$ cat src/rtl/hazard_sched_pkg.sv
// Shared definitions for the pipeline hazard scheduler: FSM state encoding,
// the IF/ID nop pattern and internal counter widths.
package hazard_sched_pkg;

    typedef enum logic [1:0] {
        ST_RUN     = 2'd0,
        ST_LDSTALL = 2'd1,
        ST_MEMWAIT = 2'd2
    } state_t;

    localparam logic [31:0] NOP_INS = {6'b111111, 26'b0};

    // Memory wait counter covers MEM_TIMEOUT up to 255; bubble counter covers up to 7.
    localparam int WAIT_W  = 8;
    localparam int LDCNT_W = 3;

endpackage

$ cat src/rtl/hazard_sched_detect.sv
// Combinational load-use compare between the ID source operands and the load in EX.
// Kept standalone so the same compare can feed forwarding checks.
module hazard_detect
    import hazard_sched_pkg::*;
(
    input  logic [4:0] id_rs,
    input  logic [4:0] id_rt,
    input  logic       id_use_rs,
    input  logic       id_use_rt,
    input  logic       ex_memtoreg,
    input  logic       ex_regwr,
    input  logic [4:0] ex_rt,
    output logic       luh
);

    logic [4:0] src [2];
    logic [1:0] use_src;
    logic [1:0] hit;

    assign src[0]     = id_rs;
    assign src[1]     = id_rt;
    assign use_src[0] = id_use_rs;
    assign use_src[1] = id_use_rt;

    generate
        for (genvar gi = 0; gi < 2; gi++) begin : g_src
            assign hit[gi] = use_src[gi] && (src[gi] == ex_rt);
        end
    endgenerate

    // $zero never carries a real dependency, so a load targeting it cannot stall.
    assign luh = ex_memtoreg && ex_regwr && (ex_rt != 5'd0) && (|hit);

endmodule

$ cat src/rtl/hazard_sched.sv
// Per-cycle hazard scheduler for the 5-stage pipeline: load-use bubbles, branch/jump
// redirects and data-memory wait states, with a sticky timeout flag and a stall counter.
module hazard_sched
    import hazard_sched_pkg::*;
#(
    parameter int LOAD_STALL_CYCLES = 1,
    parameter int MEM_TIMEOUT       = 255,
    parameter int CNT_W             = 16
) (
    input  logic             clk,
    input  logic             rst,
    input  logic [4:0]       id_rs,
    input  logic [4:0]       id_rt,
    input  logic             id_use_rs,
    input  logic             id_use_rt,
    input  logic             ex_memtoreg,
    input  logic             ex_regwr,
    input  logic [4:0]       ex_rt,
    input  logic             B_J_jump,
    input  logic             Jr_jump,
    input  logic             mem_req,
    input  logic             mem_ready,
    output logic             loadad,
    output logic             pc_hold,
    output logic             ifid_flush,
    output logic             idex_bubble,
    output logic             freeze_back,
    output logic             mem_err,
    output logic [CNT_W-1:0] stall_cnt
);

    localparam logic [LDCNT_W-1:0] LD_INIT    = LDCNT_W'(LOAD_STALL_CYCLES - 1);
    localparam logic [LDCNT_W-1:0] LD_ONE     = LDCNT_W'(1);
    localparam logic [WAIT_W-1:0]  WAIT_LIMIT = WAIT_W'(MEM_TIMEOUT);

    state_t             state_reg, state_next;
    logic [LDCNT_W-1:0] cnt_reg, cnt_next;
    logic [WAIT_W-1:0]  wait_reg;
    logic               mem_err_reg;
    logic [CNT_W-1:0]   stall_cnt_reg;

    logic luh;
    logic redir;
    logic memstall;
    logic waiting;

    hazard_detect u_detect (
        .id_rs       (id_rs),
        .id_rt       (id_rt),
        .id_use_rs   (id_use_rs),
        .id_use_rt   (id_use_rt),
        .ex_memtoreg (ex_memtoreg),
        .ex_regwr    (ex_regwr),
        .ex_rt       (ex_rt),
        .luh         (luh)
    );

    assign redir    = B_J_jump | Jr_jump;
    assign memstall = mem_req & ~mem_ready;

    always_comb begin
        // A MEMWAIT cycle that sees mem_ready falls through and decodes like RUN.
        state_next  = (state_reg == ST_MEMWAIT) ? ST_RUN : state_reg;
        cnt_next    = cnt_reg;
        waiting     = 1'b0;
        loadad      = 1'b0;
        pc_hold     = 1'b0;
        ifid_flush  = 1'b0;
        idex_bubble = 1'b0;
        freeze_back = 1'b0;
        if (!rst) begin
            if (memstall || (state_reg == ST_MEMWAIT && !mem_ready)) begin
                waiting     = 1'b1;
                loadad      = 1'b1;
                pc_hold     = 1'b1;
                freeze_back = 1'b1;
                state_next  = ST_MEMWAIT;
            end else if (redir) begin
                ifid_flush  = 1'b1;
                idex_bubble = 1'b1;
                state_next  = ST_RUN;
            end else if (state_reg == ST_LDSTALL) begin
                loadad      = 1'b1;
                pc_hold     = 1'b1;
                idex_bubble = 1'b1;
                if (cnt_reg <= LD_ONE) begin
                    state_next = ST_RUN;
                end else begin
                    cnt_next = cnt_reg - LD_ONE;
                end
            end else if (luh) begin
                loadad      = 1'b1;
                pc_hold     = 1'b1;
                idex_bubble = 1'b1;
                if (LOAD_STALL_CYCLES > 1) begin
                    state_next = ST_LDSTALL;
                    cnt_next   = LD_INIT;
                end
            end
        end
    end

    always_ff @(posedge clk) begin
        if (rst) begin
            state_reg     <= ST_RUN;
            cnt_reg       <= '0;
            wait_reg      <= '0;
            mem_err_reg   <= 1'b0;
            stall_cnt_reg <= '0;
        end else begin
            state_reg <= state_next;
            cnt_reg   <= cnt_next;
            if (waiting) begin
                if (wait_reg != WAIT_LIMIT) begin
                    wait_reg <= wait_reg + WAIT_W'(1);
                end
                if (wait_reg == WAIT_LIMIT - WAIT_W'(1)) begin
                    mem_err_reg <= 1'b1;
                end
            end else begin
                wait_reg <= '0;
            end
            if (loadad && (stall_cnt_reg != {CNT_W{1'b1}})) begin
                stall_cnt_reg <= stall_cnt_reg + CNT_W'(1);
            end
        end
    end

    assign mem_err   = mem_err_reg;
    assign stall_cnt = stall_cnt_reg;

endmodule

$ cat config.mk
export PLATFORM = sky130hd
export DESIGN_NAME = hazard_sched
export DESIGN_NICKNAME = d
export VERILOG_FILES = /design/src/rtl/hazard_sched_pkg.sv /design/src/rtl/hazard_sched_detect.sv /design/src/rtl/hazard_sched.sv
export SDC_FILE = /design/constraint.sdc
export NUM_CORES = 1
export LEC_CHECK = 0
export BUFFER_PORTS_ARGS = -buffer_cell sky130_fd_sc_hd__buf_4
export CORE_ASPECT_RATIO = 1.25
export CORE_MARGIN = 5
export CORE_UTILIZATION = 25
export CTS_CLUSTER_DIAMETER = 60
export DETAILED_ROUTE_END_ITERATION = 8
export MAX_ROUTING_LAYER = met4
export PLACE_DENSITY_LB_ADDON = 0.15
export SYNTH_ARGS = -nofsm -noshare
export SYNTH_HDL_FRONTEND = slang
export SYNTH_SLANG_ARGS = --single-unit
$ cat constraint.sdc
create_clock -name clk -period 3.4 [get_ports clk]
set_input_delay 0.17 -clock clk [delete_from_list [all_inputs] [get_ports clk]]
set_output_delay 0.17 -clock clk [all_outputs]
set_load 0.02 [all_outputs]
; Word level (Yosys, flattened, before mapping)
; Cells that the tools add are included.
[word_totals]
mem_bits_rw = 0
reg_bits = 30
output_inout_bits = 22
memories = 0
mem_bits_ro = 0
input_bits = 25
word_cells = 57
latch_bits = 0
[classes]
multipliers = 0
n_lt_le_gt_ge = 1
bitwise = 7
n_div = 0
eq_ne = 7
shift = 0
n_reduce_logical = 15
addsub = 3
mux = 18
[op_table]
columns = op, n
row1 = "adder 16 x 1 -> 16 bit, second input constant", 1
row2 = "inequality test 16 bit, second input constant", 1
row3 = 2-to-1 mux 1 bit, 13
row4 = equality test 5 bit, 2
row5 = 2-to-1 mux 2 bit, 5
row6 = "adder 8 x 1 -> 8 bit, second input constant", 1
row7 = "equality test 8 bit, second input constant", 1
row8 = "inequality test 8 bit, second input constant", 1
row9 = logical AND 1 bit, 7
row10 = inverter 1 bit, 5
row11 = nonzero test 5 bit, 1
row12 = AND reduction 4 bit, 1
row13 = OR reduction 2 bit, 2
row14 = "<= comparator 3 x 1 -> 1 bit, second input constant", 1
row15 = OR reduction 3 bit, 1
row16 = "subtractor 3 x 1 -> 3 bit, second input constant", 1
row17 = "equality test 2 x 1 -> 1 bit, second input constant", 1
row18 = "equality test 2 bit, second input constant", 1
row19 = AND reduction 2 bit, 1
row20 = AND 1 bit, 1
row21 = logical NOT 1 bit, 1
row22 = logical OR 1 bit, 1
row23 = bitwise OR 1 bit, 1

; Depth between registers and ports, before layout
; Gate-level depths: netlist of the first run.
[logic_depth]
ltp_word = 10
ltp_mapped = 9
ltp_nobuf = 8

; By module
; From an unflattened synthesis of the first run, not the netlist that was laid out.
[unflattened]
cells_unflattened = 191
hier_area_um2 = 1632.8
[by_module_without_submodules]
columns = module, n_inst, cells_per_inst, area_per_inst_um2, seq_area_each_um2
row1 = hazard_sched, 1, 174, 1497.7, 600.6
row2 = hazard_detect, 1, 17, 135.1, 0.0

; Least setup slack after synthesis of the first run
; OpenSTA, ideal clock, no wires.
[synth_path]
path_kind = flip-flop to flip-flop
start = register stall_cnt_reg[3] (netlist: stall_cnt[3])
end = register stall_cnt_reg[1] (netlist: stall_cnt[1])
period_less_slack_ps = 2144
arrival_ps = 2016
path_stages_with_launch = 10
n_path_buf = 2
slack_ps = 1256
required_time_ps = 3272
setup_time_ps = 128
path_cell_list = dfxtp_1 -> and4_1 -> and3_4 -> nand3_2 -> o41ai_2 -> o22a_2 -> buf_6 -> buf_6 -> mux2i_1 -> nor2_1
[synth_via]
elab_chain_len = 2
[synth_rtl]
columns = item, line
row1 = "start, declared", hazard_sched.sv:40  ; logic [CNT_W-1:0] stall_cnt_reg;
row2 = "start signal, assigned", hazard_sched.sv:124  ; stall_cnt_reg <= stall_cnt_reg + CNT_W'(1);
row3 = inequality test 16 bit, hazard_sched.sv:123  ; if (loadad && (stall_cnt_reg != {CNT_W{1'b1}})) begin
row4 = logical AND 1 bit, hazard_sched.sv:123
; Every way passes these cells.
; A chain may end at the register's enable or synchronous reset.

; Final worst setup path of the first run
[layout_path]
start = register stall_cnt_reg[4] (netlist: stall_cnt[4])
end = register stall_cnt_reg[5] (netlist: stall_cnt[5])
[layout_via]
elab_chain_len = 2
word_cells_on_any_way = 3
classes_between = add/sub: 1 / eq/ne: 1 / reduce/logical: 1
[layout_rtl]
columns = item
row1 = branches (longest 2 deep; another with adder 16 x 1 -> 16 bit)
; Several ways; the timed one is not identified.

==> results of run 1 <==
==> stage by stage <==
step	cells	worst slack, ps
2_1_floorplan	190	1260
3_3_place_gp	314	1200
3_5_place_dp	314	1170
4_1_cts	321	1160
5_1_grt	321	921
6_report	321	1170
==> area by class of cell <==
class / count / share of cell area
well taps: 85 / 0.0508
flip-flops and latches: 30 / 0.287
inverters: 8 / 0.0143
repair buffers: 46 / 0.165
multi-input cells: 145 / 0.447
clock buffers: 7 / 0.0364
==> how the worst max path moves through the flow <==
stage,endpoint,cells past startpoint,slack (ps)
2_1_floorplan,stall_cnt[1],9,1260
3_3_place_gp,stall_cnt[1],7,1200
3_5_place_dp,stall_cnt[1],7,1170
4_1_cts,stall_cnt[1],7,1160
5_1_grt,stall_cnt[1],7,920
6_report,stall_cnt[5],7,1170
==> cell usage after synthesis, drive strengths merged (7+ instances only) <==
cell type | number | area, um^2
xnor2 | 14 | 123
o21ai | 7 | 35.0
inv | 8 | 30.0
or3 | 9 | 56.3
nand3 | 11 | 60.1
nand2 | 14 | 52.6
dfxtp | 30 | 601
nor2 | 16 | 62.6
a21oi | 17 | 85.1
==> worst min-delay path, stage by stage <==
cell,delay [ps]
buf_4,90
nor2_1,70
nand2_1,90
nor3_1,50
==> power groups by stage <==
| stage | registers (mW) | clock network, mW | logic (mW) |
|---|---|---|---|
| 2_1_floorplan | 0.366 | 0 | 0.0397 |
| 3_3_place_gp | 0.365 | 0 | 0.0768 |
| 3_5_place_dp | 0.365 | 0 | 0.0769 |
| 4_1_cts | 0.357 | 0.285 | 0.0773 |
| 5_1_grt | 0.358 | 0.300 | 0.0836 |
| 6_report | 0.357 | 0.273 | 0.0759 |
==> cell families (layout without fill, tap and decap cells) <==
logic type | count (synthesis) | count (layout) | synth area share
AO/OA/AOI/OAI | 47 | 47 | 0.194
XOR/XNOR | 17 | 17 | 0.0922
adder cells (fa/ha/maj) | 5 | 5 | 0.0387
buffers and inverters | 15 | 61 | 0.0488
flip-flops | 30 | 30 | 0.372
multiplexers | 2 | 2 | 0.0124
AND/OR/NAND/NOR | 74 | 74 | 0.242
==> routing by layer <==
layer | vias to the layer above | GRT usage | wire length, um
met5 | - | - | 0
met3 | 5 | 0.0287 | 130
met4 | 0 | 0.0460 | 60
met1 | 684 | 0.132 | 1760
li1 | 790 | - | -
met2 | 21 | 0.199 | 2350
==> impl_metrics.py, run 1 <==
metrics = {
    "sta": {
        "fin_crit_sh": 0.657,
        "fin_setup_tns_ps": 0,
        "fmax_mhz": 447,
        "hold_viol": 0,
        "setup_viol": 0,
        "clock-skew-final_ps": 4.53,
        "drv_slew": 0,
        "period_minus_slack_ps": 2230,
        "holdWs_ps": 218,
        "worst_pin_slew_ps": 813,
        "rsz0062_at_grt": "false",
        "timing.slew.headroom": 0.453,
    },
    "synth": {
        "ys_ff_latch": 30,
        "synthCells": 190,
        "synthArstFlopShare": 0,
        "synth_nets": 220,
        "yosysUniqueCellTypes": 40,
        "synth_ff_type": "dfxtp_1",
        "synth_area_um2": 1620,
        "ys_seq_area_frac": 0.372,
        "yosys_warnings": 0,
        "synth-edff-count": 0,
        "syn_avg_cell_area_um2": 8.50,
    },
    "power": {
        "powerDensity_nw_per_um2": 337,
        "internal-power_mw": 0.533,
        "peakVddDrop_mv": 0.144,
        "p_comb_frac": 0.107,
        "swShare": 0.245,
        "clock_power_share": 0.387,
        "p_sw_mw": 0.173,
        "leakage_nw": 0.777,
        "p_seq_frac": 0.505,
        "power_mw": 0.707,
    },
    "drt": {
        "routed_wl_mm": 4.30,
        "first_iter_violations": 104,
        "detail-route-antenna-nets": 0,
        "first_pass_iters": 4,
        "drc": 0,
        "num_vias": 1500,
        "wl_per_cell_um": 13.4,
        "viasPerCell": 4.67,
    },
    "clocking": {
        "cts_buffers": 5,
        "clock_path_buffers": 2,
        "postCtsSetupBuffers": 0,
        "cts.repair.resized": 0,
        "cts_hold_buf": 0,
        "htreeDepth": 2,
        "cts_root_buffer": "clkbuf_8",
        "cts_sinks": 30,
        "clkTransAtPathRegs_ps": 60,
        "insertion_delay_ps": 290,
        "cts_tree": "yes",
    },
    "grt": {
        "overflow": 0,
        "track_usage": 0.118,
        "grt_max_degree": 30,
        "grt_pass1_wl_mm": 7.21,
        "antenna_found_initial": 0,
        "grt_pass1_vias": 1467,
    },
    "layout": {
        "nFillCells": 689,
        "post_route_cells_drive_above_1_share": 0.237,
        "post-route-util": 0.335,
        "finalInstanceArea_um2": 2090,
        "insertedDiodeCount": 0,
        "syn_to_final_growth_pct": 29.7,
        "multi_input_area_um2": 936,
        "final_common_cell": "buf_4",
        "register_area_um2": 601,
        "final_cell_mix": "buf_4, dfxtp_1, a21oi_1, nor2_1",
        "nets": 266,
        "largest_register_ffs": 16,
    },
    "critical_path": {
        "criticalPathCategory": "reg -> reg",
        "cp_slowest_stage_delay_ps": 500,
        "reg2reg_depth": 7,
        "crit_path_top_delay_cell": "o22a_2",
        "crit_chain": "and4_1 -> and3_4 -> nand3_2 -> o41ai_2 -> o22a_2 -> o311ai_0 -> o41ai_1",
        "startpoint": "stall_cnt[4]",
        "crit-reg2reg-capture": "stall_cnt[5]",
        "regToRegStartpoint": "stall_cnt[4]",
        "setup.reg_to_reg.worst_slack_ps": 1170,
        "startpoint_type": "flip-flop",
        "path_buf_inv": 0,
        "arrival_ps": 2410,
        "endpoint_kind": "flip-flop",
        "cpLargestDelayFamily": "compound AO/OA/AOI/OAI gates",
        "worstPathRequired_ps": 3580,
        "path_max_fanout": 29,
    },
    "place": {
        "dpl_cell_area_um2": 2020,
        "io_buffers": 46,
        "place_congestion": 0.719,
        "dpl.hpwl_mm": 3.25,
    },
    "status": {
        "status": "complete, no violations",
    },
    "floorplanning": {
        "core_um2": 6250,
        "row_count": 32,
        "die_x_um": 81.9,
        "die-area_um2": 8180,
        "chipHeight_um": 99.9,
        "start_util": 0.259,
        "num_io_pins": 47,
    },
    "min_path": {
        "min_path_type": "in -> reg",
        "holdPathEnd": "state_reg[0]",
        "hold_start": "B_J_jump",
        "holdPathStages": 4,
    },
    "flow_run": {
        "maxCapViolations": 0,
    },
}
Note: power is estimated with default switching activity, not from simulation.
==> inputs of run 2 (changes only) <==
Clock period 3.4 ns to 1.9 ns, I/O delays scaled along.
==> impl_metrics.py, run 2 (synthesis results as in run 1) <==
metrics = {
    "clocking": {
        "htreeDepth": 2,
        "cts_root_buffer": "clkbuf_8",
        "cts_hold_buf": 0,
        "cts_sinks": 30,
        "clkTransAtPathRegs_ps": 80,
        "cts_tree": "yes",
        "clock_path_buffers": 2,
        "cts_buffers": 5,
        "insertion_delay_ps": 280,
    },
    "status": {
        "status": "complete, no violations",
    },
    "drt": {
        "wl_per_cell_um": 13.6,
        "detail-route-antenna-nets": 0,
        "drc": 0,
        "routed_wl_mm": 4.78,
        "num_vias": 1677,
        "first_pass_iters": 4,
        "first_iter_violations": 47,
        "viasPerCell": 4.78,
    },
    "power": {
        "p_sw_mw": 0.338,
        "peakVddDrop_mv": 0.246,
        "clock_power_share": 0.408,
        "power_mw": 1.34,
        "swShare": 0.252,
        "internal-power_mw": 1.01,
        "powerDensity_nw_per_um2": 551,
        "p_comb_frac": 0.122,
        "p_seq_frac": 0.470,
        "leakage_nw": 0.967,
    },
    "sta": {
        "fin_crit_sh": 0.982,
        "fmax_mhz": 536,
        "timing.slew.headroom": 0.716,
        "drv_slew": 0,
        "worst_slack_ps": 34.1,
        "worst_pin_slew_ps": 420,
        "hold_viol": 0,
        "setup_viol": 0,
        "fin_setup_tns_ps": 0,
        "period_minus_slack_ps": 1870,
        "rsz0062_at_grt": "true",
        "clock-skew-final_ps": 9.47,
    },
    "critical_path": {
        "arrival_ps": 2080,
        "endpoint_kind": "flip-flop",
        "crit_chain": "and4_4 -> and3_4 -> nand3_4 -> o41ai_4 -> o22a_4 -> or4_4 -> a21oi_2",
        "criticalPathCategory": "reg -> reg",
        "worstPathRequired_ps": 2120,
        "startpoint_type": "flip-flop",
        "path_buf_inv": 0,
        "cp_slowest_stage_delay_ps": 500,
        "cpLargestDelayFamily": "simple AND/OR/NAND/NOR gates",
        "crit_path_top_delay_cell": "or4_4",
        "path_max_fanout": 15,
    },
    "grt": {
        "track_usage": 0.126,
        "grt_pass1_vias": 1655,
        "grt_max_degree": 19,
        "grt_pass1_wl_mm": 7.90,
        "antenna_found_initial": 0,
        "overflow": 0,
    },
    "layout": {
        "final_cell_mix": "buf_4, dfxtp_1, a21oi_1, nor2_1, xnor2_1",
        "final_common_cell": "buf_4",
        "post_route_cells_drive_above_1_share": 0.380,
        "fin_cells": 351,
        "syn_to_final_growth_pct": 51.0,
        "largest_register_ffs": 16,
        "nets": 295,
        "insertedDiodeCount": 0,
    },
    "floorplanning": {
        "start_util": 0.259,
        "row_count": 32,
        "die_x_um": 81.9,
        "die-area_um2": 8180,
        "num_io_pins": 47,
        "core_um2": 6250,
        "chipHeight_um": 99.9,
    },
    "place": {
        "dpl.hpwl_mm": 3.52,
        "dp.cells": 339,
        "place_congestion": 0.793,
        "dp_slack_ps": -151,
        "io_buffers": 46,
    },
    "flow_run": {
        "maxCapViolations": 0,
    },
    "min_path": {
        "min_path_type": "in -> reg",
    },
}
-- run 2: through the flow --
| step | hold WS [ps] | utilization | area, um^2 |
|---|---|---|---|
| final | 161 | 0.390 | 2440 |
| after global routing | 177 | 0.390 | 2440 |
| after CTS | 156 | 0.380 | 2370 |
| after detailed placement | 453 | 0.356 | 2220 |
| after global placement | 455 | 0.356 | 2220 |
| after floorplan | 304 | - | 1630 |
-- run 2: worst paths after layout --
kind | to | cells after the start | startpoint | slack [ps]
setup reg to reg | stall_cnt[13] | 7 | stall_cnt[6] | 30
hold reg to reg | mem_err | 2 | mem_err | 480
setup / recovery | stall_cnt[13] | 7 | stall_cnt[6] | 30
hold / removal | state_reg[0] | 4 | B_J_jump | 160
-- run 2: cell type report --
class | count | area, um^2
Inverter | 8 | 30.0
Timing Repair Buffer | 74 | 568
Clock inverter | 2 | 12.5
Sequential cell | 30 | 616
Fill cell | 657 | 3810
Tap cell | 85 | 106
Clock buffer | 6 | 82.6
Multi-Input combinational cell | 146 | 1020
-- run 2: worst reg2reg max path: cells and delay by family, from the launching register on --
kind / cells / cell delay, ps
AOI/OAI and AO/OA: 3 / 480
DFF: 1 / 340
and+or+nand+nor: 4 / 980
-- run 2: per-layer routing --
layer  vias to the layer above  GRT usage  share of wire
li1                        855          -              -
met1                       794      0.146           0.41
met2                        20      0.214           0.55
met3                         8     0.0332          0.027
met4                         0     0.0345          0.017
met5                         -          -              0
-- run 2: power by group through the flow --
stage / clock network [mW] / registers (mW) / logic, mW
4_1_cts: 0.569 / 0.631 / 0.163
2_1_floorplan: 0 / 0.649 / 0.0710
6_report: 0.549 / 0.631 / 0.164
3_5_place_dp: 0 / 0.646 / 0.152
5_1_grt: 0.604 / 0.632 / 0.179
3_3_place_gp: 0 / 0.646 / 0.152
-- run 2: repair_timing --
action,in CTS,in global routing
setup buffers,2,1
cloned,1,0
pin swaps,3,3
setup endpoints to repair,14,16
resized for setup,3,10
